<file path="src/rtl/hazard_control_unit.sv">
`default_nettype none
// ============================================================================
// Module   : hazard_control_unit
// Purpose  : Pipeline hazard and stall controller that sits upstream of the
//            forwarding logic. It detects the hazards that forwarding cannot
//            cover and drives the pipeline-register control signals.
//              - Load-use hazard: a load in EX feeds the instruction in ID.
//              - Branch hazard: the ID branch compare needs a result that is
//                not yet available (ALU result in EX, or load data in MEM).
//              - Freeze: the whole pipeline holds while data memory is busy.
//              - Flush: IF/ID is cleared on a taken ID-stage branch.
//            A watchdog on memory wait enters a sticky FAULT state, and two
//            saturating performance counters track stalls and flushes.
// Ports    : clk, rst                   clock, synchronous active-high reset
//            if_id_* / id_ex_* / ex_mem_*  pipeline register fields
//            branch_taken               ID branch resolved taken
//            dmem_req, dmem_ready       data-memory handshake
//            pc_we, *_we                register write enables
//            if_id_flush, id_ex_flush   NOP insertion into IF/ID and ID/EX
//            mem_fault                  sticky memory-timeout flag
//            stall_cycles, flush_count  saturating performance counters
// Revision : 1.0 - initial release
// ============================================================================
module hazard_control_unit #(
    parameter int MEM_TIMEOUT = 16,
    parameter int CNT_W       = 32
) (
    input  logic             clk,
    input  logic             rst,
    input  logic [4:0]       if_id_rs1,
    input  logic [4:0]       if_id_rs2,
    input  logic             if_id_use_rs1,
    input  logic             if_id_use_rs2,
    input  logic             if_id_is_branch,
    input  logic             branch_taken,
    input  logic [4:0]       id_ex_rd,
    input  logic             id_ex_reg_write,
    input  logic             id_ex_mem_read,
    input  logic [4:0]       ex_mem_rd,
    input  logic             ex_mem_mem_read,
    input  logic             dmem_req,
    input  logic             dmem_ready,
    output logic             pc_we,
    output logic             if_id_we,
    output logic             if_id_flush,
    output logic             id_ex_we,
    output logic             id_ex_flush,
    output logic             ex_mem_we,
    output logic             mem_wb_we,
    output logic             mem_fault,
    output logic [CNT_W-1:0] stall_cycles,
    output logic [CNT_W-1:0] flush_count
);

    localparam int WCW = $clog2(MEM_TIMEOUT + 1);
    localparam logic [WCW-1:0] c_TIMEOUT = WCW'(MEM_TIMEOUT);

    typedef enum logic [1:0] {
        RUN      = 2'd0,
        MEM_WAIT = 2'd1,
        FAULT    = 2'd2
    } state_t;

    state_t           r_state;
    state_t           w_state_next;
    logic [WCW-1:0]   r_wait_cnt;
    logic [WCW-1:0]   w_wait_cnt_next;
    logic [CNT_W-1:0] r_stall_cycles;
    logic [CNT_W-1:0] r_flush_count;

    logic w_match_ex;
    logic w_match_mem;
    logic w_load_use;
    logic w_br_haz;
    logic w_stall;
    logic w_freeze;

    // x0 is hard-wired zero, so a write to it never creates a dependency.
    function automatic logic reg_match(input logic [4:0] r,
                                       input logic [4:0] rs1,
                                       input logic [4:0] rs2,
                                       input logic       use1,
                                       input logic       use2);
        return (r != 5'd0) && (((r == rs1) && use1) || ((r == rs2) && use2));
    endfunction

    always_comb begin
        w_match_ex  = reg_match(id_ex_rd,  if_id_rs1, if_id_rs2, if_id_use_rs1, if_id_use_rs2);
        w_match_mem = reg_match(ex_mem_rd, if_id_rs1, if_id_rs2, if_id_use_rs1, if_id_use_rs2);
        w_load_use  = id_ex_mem_read && w_match_ex;
        // The branch compares in ID, so it must wait for any EX result and
        // for load data still in MEM; a load therefore costs two stalls.
        w_br_haz    = if_id_is_branch &&
                      ((id_ex_reg_write && w_match_ex) || (ex_mem_mem_read && w_match_mem));
        w_stall     = w_load_use || w_br_haz;
        w_freeze    = (dmem_req && !dmem_ready) || (r_state == FAULT);
    end

    // Control outputs, priority rst > freeze > stall > taken branch.
    always_comb begin
        pc_we       = 1'b1;
        if_id_we    = 1'b1;
        if_id_flush = 1'b0;
        id_ex_we    = 1'b1;
        id_ex_flush = 1'b0;
        ex_mem_we   = 1'b1;
        mem_wb_we   = 1'b1;
        if (rst) begin
            pc_we       = 1'b0;
            if_id_we    = 1'b0;
            id_ex_we    = 1'b0;
            ex_mem_we   = 1'b0;
            mem_wb_we   = 1'b0;
            if_id_flush = 1'b1;
            id_ex_flush = 1'b1;
        end else if (w_freeze) begin
            pc_we     = 1'b0;
            if_id_we  = 1'b0;
            id_ex_we  = 1'b0;
            ex_mem_we = 1'b0;
            mem_wb_we = 1'b0;
        end else if (w_stall) begin
            // Hold PC and IF/ID, push a bubble into EX; branch_taken is
            // ignored because the compare operands are not valid yet.
            pc_we       = 1'b0;
            if_id_we    = 1'b0;
            id_ex_flush = 1'b1;
        end else if (branch_taken) begin
            if_id_flush = 1'b1;
        end
    end

    // Memory-wait watchdog.
    always_comb begin
        w_state_next    = r_state;
        w_wait_cnt_next = r_wait_cnt;
        case (r_state)
            RUN: begin
                if (dmem_req && !dmem_ready) begin
                    w_state_next    = MEM_WAIT;
                    w_wait_cnt_next = WCW'(1);
                end else begin
                    w_wait_cnt_next = '0;
                end
            end
            MEM_WAIT: begin
                if (dmem_ready || !dmem_req) begin
                    w_state_next    = RUN;
                    w_wait_cnt_next = '0;
                end else if (r_wait_cnt == c_TIMEOUT) begin
                    w_state_next = FAULT;
                end else begin
                    w_wait_cnt_next = r_wait_cnt + 1'b1;
                end
            end
            FAULT: begin
                w_state_next = FAULT;
            end
            default: begin
                w_state_next    = RUN;
                w_wait_cnt_next = '0;
            end
        endcase
    end

    always_ff @(posedge clk) begin
        if (rst) begin
            r_state        <= RUN;
            r_wait_cnt     <= '0;
            r_stall_cycles <= '0;
            r_flush_count  <= '0;
        end else begin
            r_state    <= w_state_next;
            r_wait_cnt <= w_wait_cnt_next;
            if ((w_stall || w_freeze) && (r_stall_cycles != '1)) begin
                r_stall_cycles <= r_stall_cycles + 1'b1;
            end
            if (if_id_flush && (r_flush_count != '1)) begin
                r_flush_count <= r_flush_count + 1'b1;
            end
        end
    end

    assign mem_fault    = (r_state == FAULT);
    assign stall_cycles = r_stall_cycles;
    assign flush_count  = r_flush_count;

endmodule
`default_nettype wire
</file>
<file path="config.mk">
export PLATFORM = sky130hd
export DESIGN_NAME = hazard_control_unit
export DESIGN_NICKNAME = d
export VERILOG_FILES = /design/src/rtl/hazard_control_unit.sv
export SDC_FILE = /design/constraint.sdc
export NUM_CORES = 1
export LEC_CHECK = 0
export CORE_MARGIN = 2
export CORE_UTILIZATION = 50
export CTS_CLUSTER_DIAMETER = 120
export DETAILED_ROUTE_END_ITERATION = 8
export MAX_ROUTING_LAYER = met4
export PLACE_DENSITY = 0.89
export SYNTH_ARGS = -nofsm -noshare
export SYNTH_HDL_FRONTEND = slang
export SYNTH_SLANG_ARGS = --single-unit
</file>
<file path="constraint.sdc">
create_clock -name clk -period 6 [get_ports clk]
set_input_delay 1.2 -clock clk [delete_from_list [all_inputs] [get_ports clk]]
set_output_delay 1.2 -clock clk [all_outputs]
set_load 0.1 [all_outputs]
</file>
======== After elaboration in Yosys (flattened, before gate mapping) ========
Cells that the tools add are included.
word-level totals
  register bits after elaboration ......... 71
  bits of input ports ..................... 31
  output and inout bits ................... 72
  word-level logic and storage cells ...... 67
cells by class
  add/subtract/negate cells ............... 3
  equality and inequality tests ........... 12
  muxes and demuxes ....................... 20
  bitwise operators ....................... 1
  reductions and logical operators ........ 27
operators with widths
  kind                                                 number
  adder 32 x 1 -> 32 bit, second input constant        2
  != test 32 bit, second input constant                2
  equality test 5 bit                                  4
  case mux 5 bit (3 select lines)                      1
  logical AND 1 bit                                    13
  two-way mux 1 bit                                    13
  two-way mux 5 bit                                    2
  nonzero test 5 bit                                   2
  logical OR 1 bit                                     7
  two-way mux 2 bit                                    3
  != test 3 bit, second input constant                 2
  case mux 2 bit (3 select lines)                      1
  adder 5 x 1 -> 5 bit, second input constant          1
  equality test 5 bit, second input constant           1
  AND reduction 2 bit                                  2
  equality test 2 x 1 -> 1 bit, second input constant  1
  equality test 2 bit, second input constant           1
  zero test 1 bit                                      2
  zero test 2 bit                                      1
  != test 2 bit, second input constant                 1
  inverter 1 bit                                       1

======== Depth between registers and ports, before layout ========
  depth after elaboration ................. 12
  mapped depth ............................ 10
  mapped depth without buffers ............ 7

======== Worst setup path before layout ========
OpenSTA, ideal clock, no wires.
  kind .................................... input-to-output
  start point ............................. input port ex_mem_rd[0]
  end point ............................... output port pc_we
  data arrival time ....................... 4.380 ns
  data required time ...................... 4.800 ns
  slack ................................... 0.420 ns
  cell stages on the path ................. 8
  path buffers ............................ 3
  cells stage by stage .................... or3_1 > o311a_1 > a22oi_4 > nand2_4 > clkbuf_1 > clkbuf_1 > nor2_1 > buf_4
on the way
  longest elaborated chain between the ends .. 11
  elaborated cells between the ends (all ways) .. 14
  those cells by class .................... eq/ne: 2; mux: 3; reduce/logical: 9
ends and longest elaborated chain
  element                             line  source
  from (decl)                         39    input logic [4:0] ex_mem_rd,
  equality test 5 bit                 84    return (r != 5'd0) && (((r == rs1) && use1) || ((r == rs2) && use2));
  logical AND 1 bit                   84
  logical OR 1 bit                    84
  logical AND 1 bit (*)               84
  logical AND 1 bit (*)               94    ((id_ex_reg_write && w_match_ex) || (ex_mem_mem_read && w_match_mem));
  logical OR 1 bit (*)                94
  logical AND 1 bit (*)               93    w_br_haz = if_id_is_branch &&
  logical OR 1 bit (*)                95    w_stall = w_load_use || w_br_haz;
  two-way mux 1 bit (*) (3 in a row)  -
  to (decl)                           43    output logic pc_we,
Mark *: on every way between the ends. The rest lies on a longest branch, timed or not.

======== Worst setup path after layout ========
  start point ............................. input port ex_mem_rd[0]
  end point ............................... output port id_ex_flush
on the way
  longest elaborated chain between the ends .. 11
  elaborated cells between the ends (all ways) .. 14
  those cells by class .................... eq/ne: 2; mux: 3; reduce/logical: 9
ends and longest elaborated chain
  element                line  source
  equality test 5 bit    84
  logical AND 1 bit      84
  logical OR 1 bit       84
  logical AND 1 bit (*)  84
  logical AND 1 bit (*)  94
  logical OR 1 bit (*)   94
  logical AND 1 bit (*)  93
  logical OR 1 bit (*)   95
  two-way mux 1 bit (*)  122   end else if (w_stall) begin
  two-way mux 1 bit (*)  116   end else if (w_freeze) begin
  two-way mux 1 bit (*)  108   if (rst) begin
  to (decl)              47    output logic id_ex_flush,
Marks and branches as above.

==> summary.txt <==
Power and ir drop
  – Leak Pwr: 1.66 nW
  – Clock power frac: 0.373
  – Psw: 0.291 mW
  – PD cells: ~190 nW/um2
  – Switching part of the total: 0.300
  – Internal: 0.680 mW
  – Seq pwr share: 0.491
  – VDD IR max: 118 uV
  – Combinational fraction of design power: 0.136

Global routing
  – Vias in the first global route: 3,672
  – Grt total ovfl: 0
  – Largest net degree at the start of global routing: 87
  – Antenna violations before repair: 0
  – Gr usage total: 0.250
  – Global-route wire length before repair: 17,300 um

Place
  – Dpl hpwl: 7500 um
  – PortBufs: 102
  – GP Congestion: 0.906

Floorplanning
  – Die Wd: ~94 um
  – Core area: 7770 um2
  – Die area: 8790 um2
  – Num rows: 32
  – I/O pins: 103
  – Initial Utilization: 0.519
  – Height of the die: about 94 um

Min path
  – Hold path start: stall_cycles[4]
  – Type of the worst min-delay path: reg2reg
  – Hold Crit Endpoint: stall_cycles[4]
  – Hold depth: 2

Clock network
  – CTS resizes: 0
  – Number of hold buffers added after CTS: 0
  – Clk Latency, worst-skew pair: 0.36 ns
  – CTS tree: done
  – H-tree Lvls: 3
  – TritonCTS Buffers: 9
  – Clk sinks: 71
  – Root Driver: clkbuf_8
  – Max Root-Sink Buffers: 2
  – Clock-pin slew on the worst setup and hold paths: 0.08 ns
  – Post-CTS Setup Bufs: 0

STA
  – Minimum clock period: 4.97 ns
  – Hold Vio Cnt, Final: 0
  – Final Skew: 0.0204 ns
  – Slew HR: 0.205
  – Max Clk Rate: 201 MHz
  – Final worst path period share: 0.828
  – Setup TNS: 0 ns
  – RSZ-0062 raised after global routing: no
  – Worst-Margin Slew: around 1.2 ns
  – Final setup violation count: 0
  – Slew Viols, Final: 0

Yosys
  – Post-synthesis compound-gate area fraction: 0.171
  – Sequential share of the synthesized area: 0.353
  – Simple-Gate Fraction of Synth Area: 0.325
  – Largest family of logic cells by synthesized area: simple AND/OR/NAND/NOR gates
  – Fraction of registers with async set/reset: 0
  – Top_reg_cell synth: dfxtp_1
  – Synth Cell Area: about 4000 um2
  – Synth Net Count: approximately 530
  – Synth warnings: 0
  – Post-Synth XOR/XNOR Area: 0.0543
  – #FFs+latches synth: 71
  – Synth area leaders: dfxtp_1, or4_1, a21oi_1
  – EDFF count, synth: 0
  – Netlist cell types: 47
  – Post-synthesis adder-cell area fraction: 0.0124
  – Cells after Synth: 492
  – Syn Area/Cell: a little over 8 um2
  – Yosys top cell area share: 0.353
  – Mux cell area share after synthesis: 0.0369
  – Largest area contributor in the netlist: dfxtp_1

Critical path
  – Crit path kind: in2out
  – Flop-to-flop setup slack: 3.05 ns
  – Worst Path Required: 4.80 ns
  – Critical path arrival: 3.77 ns
  – Crit path capture type: output port
  – Worst R2R Path Depth: 7
  – RR Startpoint: flush_count[8]
  – Max FO, Critical Path: 6
  – Reg2reg end: flush_count[14]
  – Startpoint Class: input port

Detailed routing
  – WL/cell: 15.6 um
  – Starting DRT DRC Count: roughly 190
  – Total Routed Length: 10,600 um
  – DR vias/cell: 6.04
  – Drt first pass iters: 4
  – DRC Markers: 0
  – DRT antenna net count: 0
  – Via Count: 4,122

Job
  – MaxCap Viol Count: 0

Layout
  – Fin util: 0.670
  – Final net count: 611
  – Fill count: 648
  – Proportion of layout cells with a drive suffix above 1: 0.0723
  – # diodes: 0
  – Layout area overhead: 29.2%

Outcome
  – Status: finished, final reports clean
## synth_stat cells (2+ instances only)
library cell / number
clkbuf_1: 16
or3_1: 11
nand2_1: 35
and2_1: 8
nor4_1: 3
and3_1: 9
and4_1: 10
buf_2: 8
xor2_1: 4
nand2b_1: 9
inv_1: 8
buf_6: 2
nand3_1: 25
nor2b_1: 12
o21ai_0: 12
or4_1: 33
nor3_1: 8
nor2_1: 37
a21oi_1: 49
a31o_2: 3
mux2_2: 11
o41ai_1: 2
nand4_1: 24
buf_4: 5
o31ai_1: 31
xnor2_1: 21
o21bai_1: 2
ha_1: 4
nor4b_1: 2
dfxtp_1: 71
## flip-flops by register name (all words and copies together), names as in the netlist
signal,flops
flush_count,32
r_state,2
r_wait_cnt,5
stall_cycles,32
## power by group through the flow
stage	clock (mW)	sequential (mW)	combinational (mW)
floorplan	0	0.501	0.0789
global placement	0	0.488	0.130
detailed placement	0	0.488	0.132
CTS	0.367	0.477	0.132
global route	0.386	0.477	0.141
finish	0.362	0.477	0.132
## through the flow
stage	area [um2]	cells	power [mW]	worst slack, ns	hold slack (ns)
4_1_cts	5200	683	0.976	1.03	0.501
5_1_grt	5200	683	1.00	0.958	0.517
3_3_place_gp	5020	667	0.617	1.09	0.468
6_report	5200	683	0.971	1.03	0.496
2_1_floorplan	4030	492	0.580	0.420	0.448
3_5_place_dp	5020	667	0.620	1.02	0.490
## kinds of logic (layout without fill, tap and decap cells)
kind of cell / Yosys count / in the layout
buffers and inverters: 40 / 129
AOI/OAI and AO/OA: 108 / 108
muxes: 13 / 13
xor gates and xnor gates: 25 / 25
and+or+nand+nor: 231 / 231
adders and majority gates: 4 / 4
DFF: 71 / 71
## critical path, cell delays in order
cell	delay, ns
clkdlybuf4s50_1	0.47
or3_1	0.41
o311a_1	0.33
a22oi_4	0.28
o21bai_1	0.11
clkdlybuf4s50_1	0.97
## cell usage in the layout (no fill, tap or decap), drive strengths merged, types with 3 or more instances in the layout
cell type / n
a21oi: 49
a31o: 3
and2: 8
and3: 9
and4: 10
buf: 7
clkbuf: 10
clkdlybuf4s50: 98
dfxtp: 71
ha: 4
inv: 10
mux2: 12
nand2: 36
nand2b: 9
nand3: 26
nand4: 24
nor2: 37
nor2b: 12
nor3: 8
nor4: 3
o21ai: 12
o31ai: 31
or3: 11
or4: 33
xnor2: 21
xor2: 4
## cell type report
cell class	instances	area, um2	share of cell area
multi-input combinational	381	2410	0.464
sequential	71	1420	0.273
timing repair buffer	105	1030	0.198
clock buffer	10	138	0.0264
tap	102	128	0.0245
clock inverter	6	42.5	0.00817
inverter	8	30.0	0.00577
## worst max-delay path by stage
stage                             end  cells past startpoint    startpoint
after floorplan                 pc_we                      8  ex_mem_rd[0]
after global placement    id_ex_flush                      6  ex_mem_rd[0]
after detailed placement  id_ex_flush                      6  ex_mem_rd[0]
final                     id_ex_flush                      6  ex_mem_rd[0]
after CTS                 id_ex_flush                      6  ex_mem_rd[0]
after global routing      id_ex_flush                      6  ex_mem_rd[1]
## layer usage
layer  part of all wire  global-route usage  vias up
met5                  0                   -        -
met4              0.013              0.0761        0
met3              0.066              0.0626       20
met2               0.49               0.404      135
met1               0.43               0.309     1949
li1                   -                   -     2018
(Power assumes the default switching activity.)
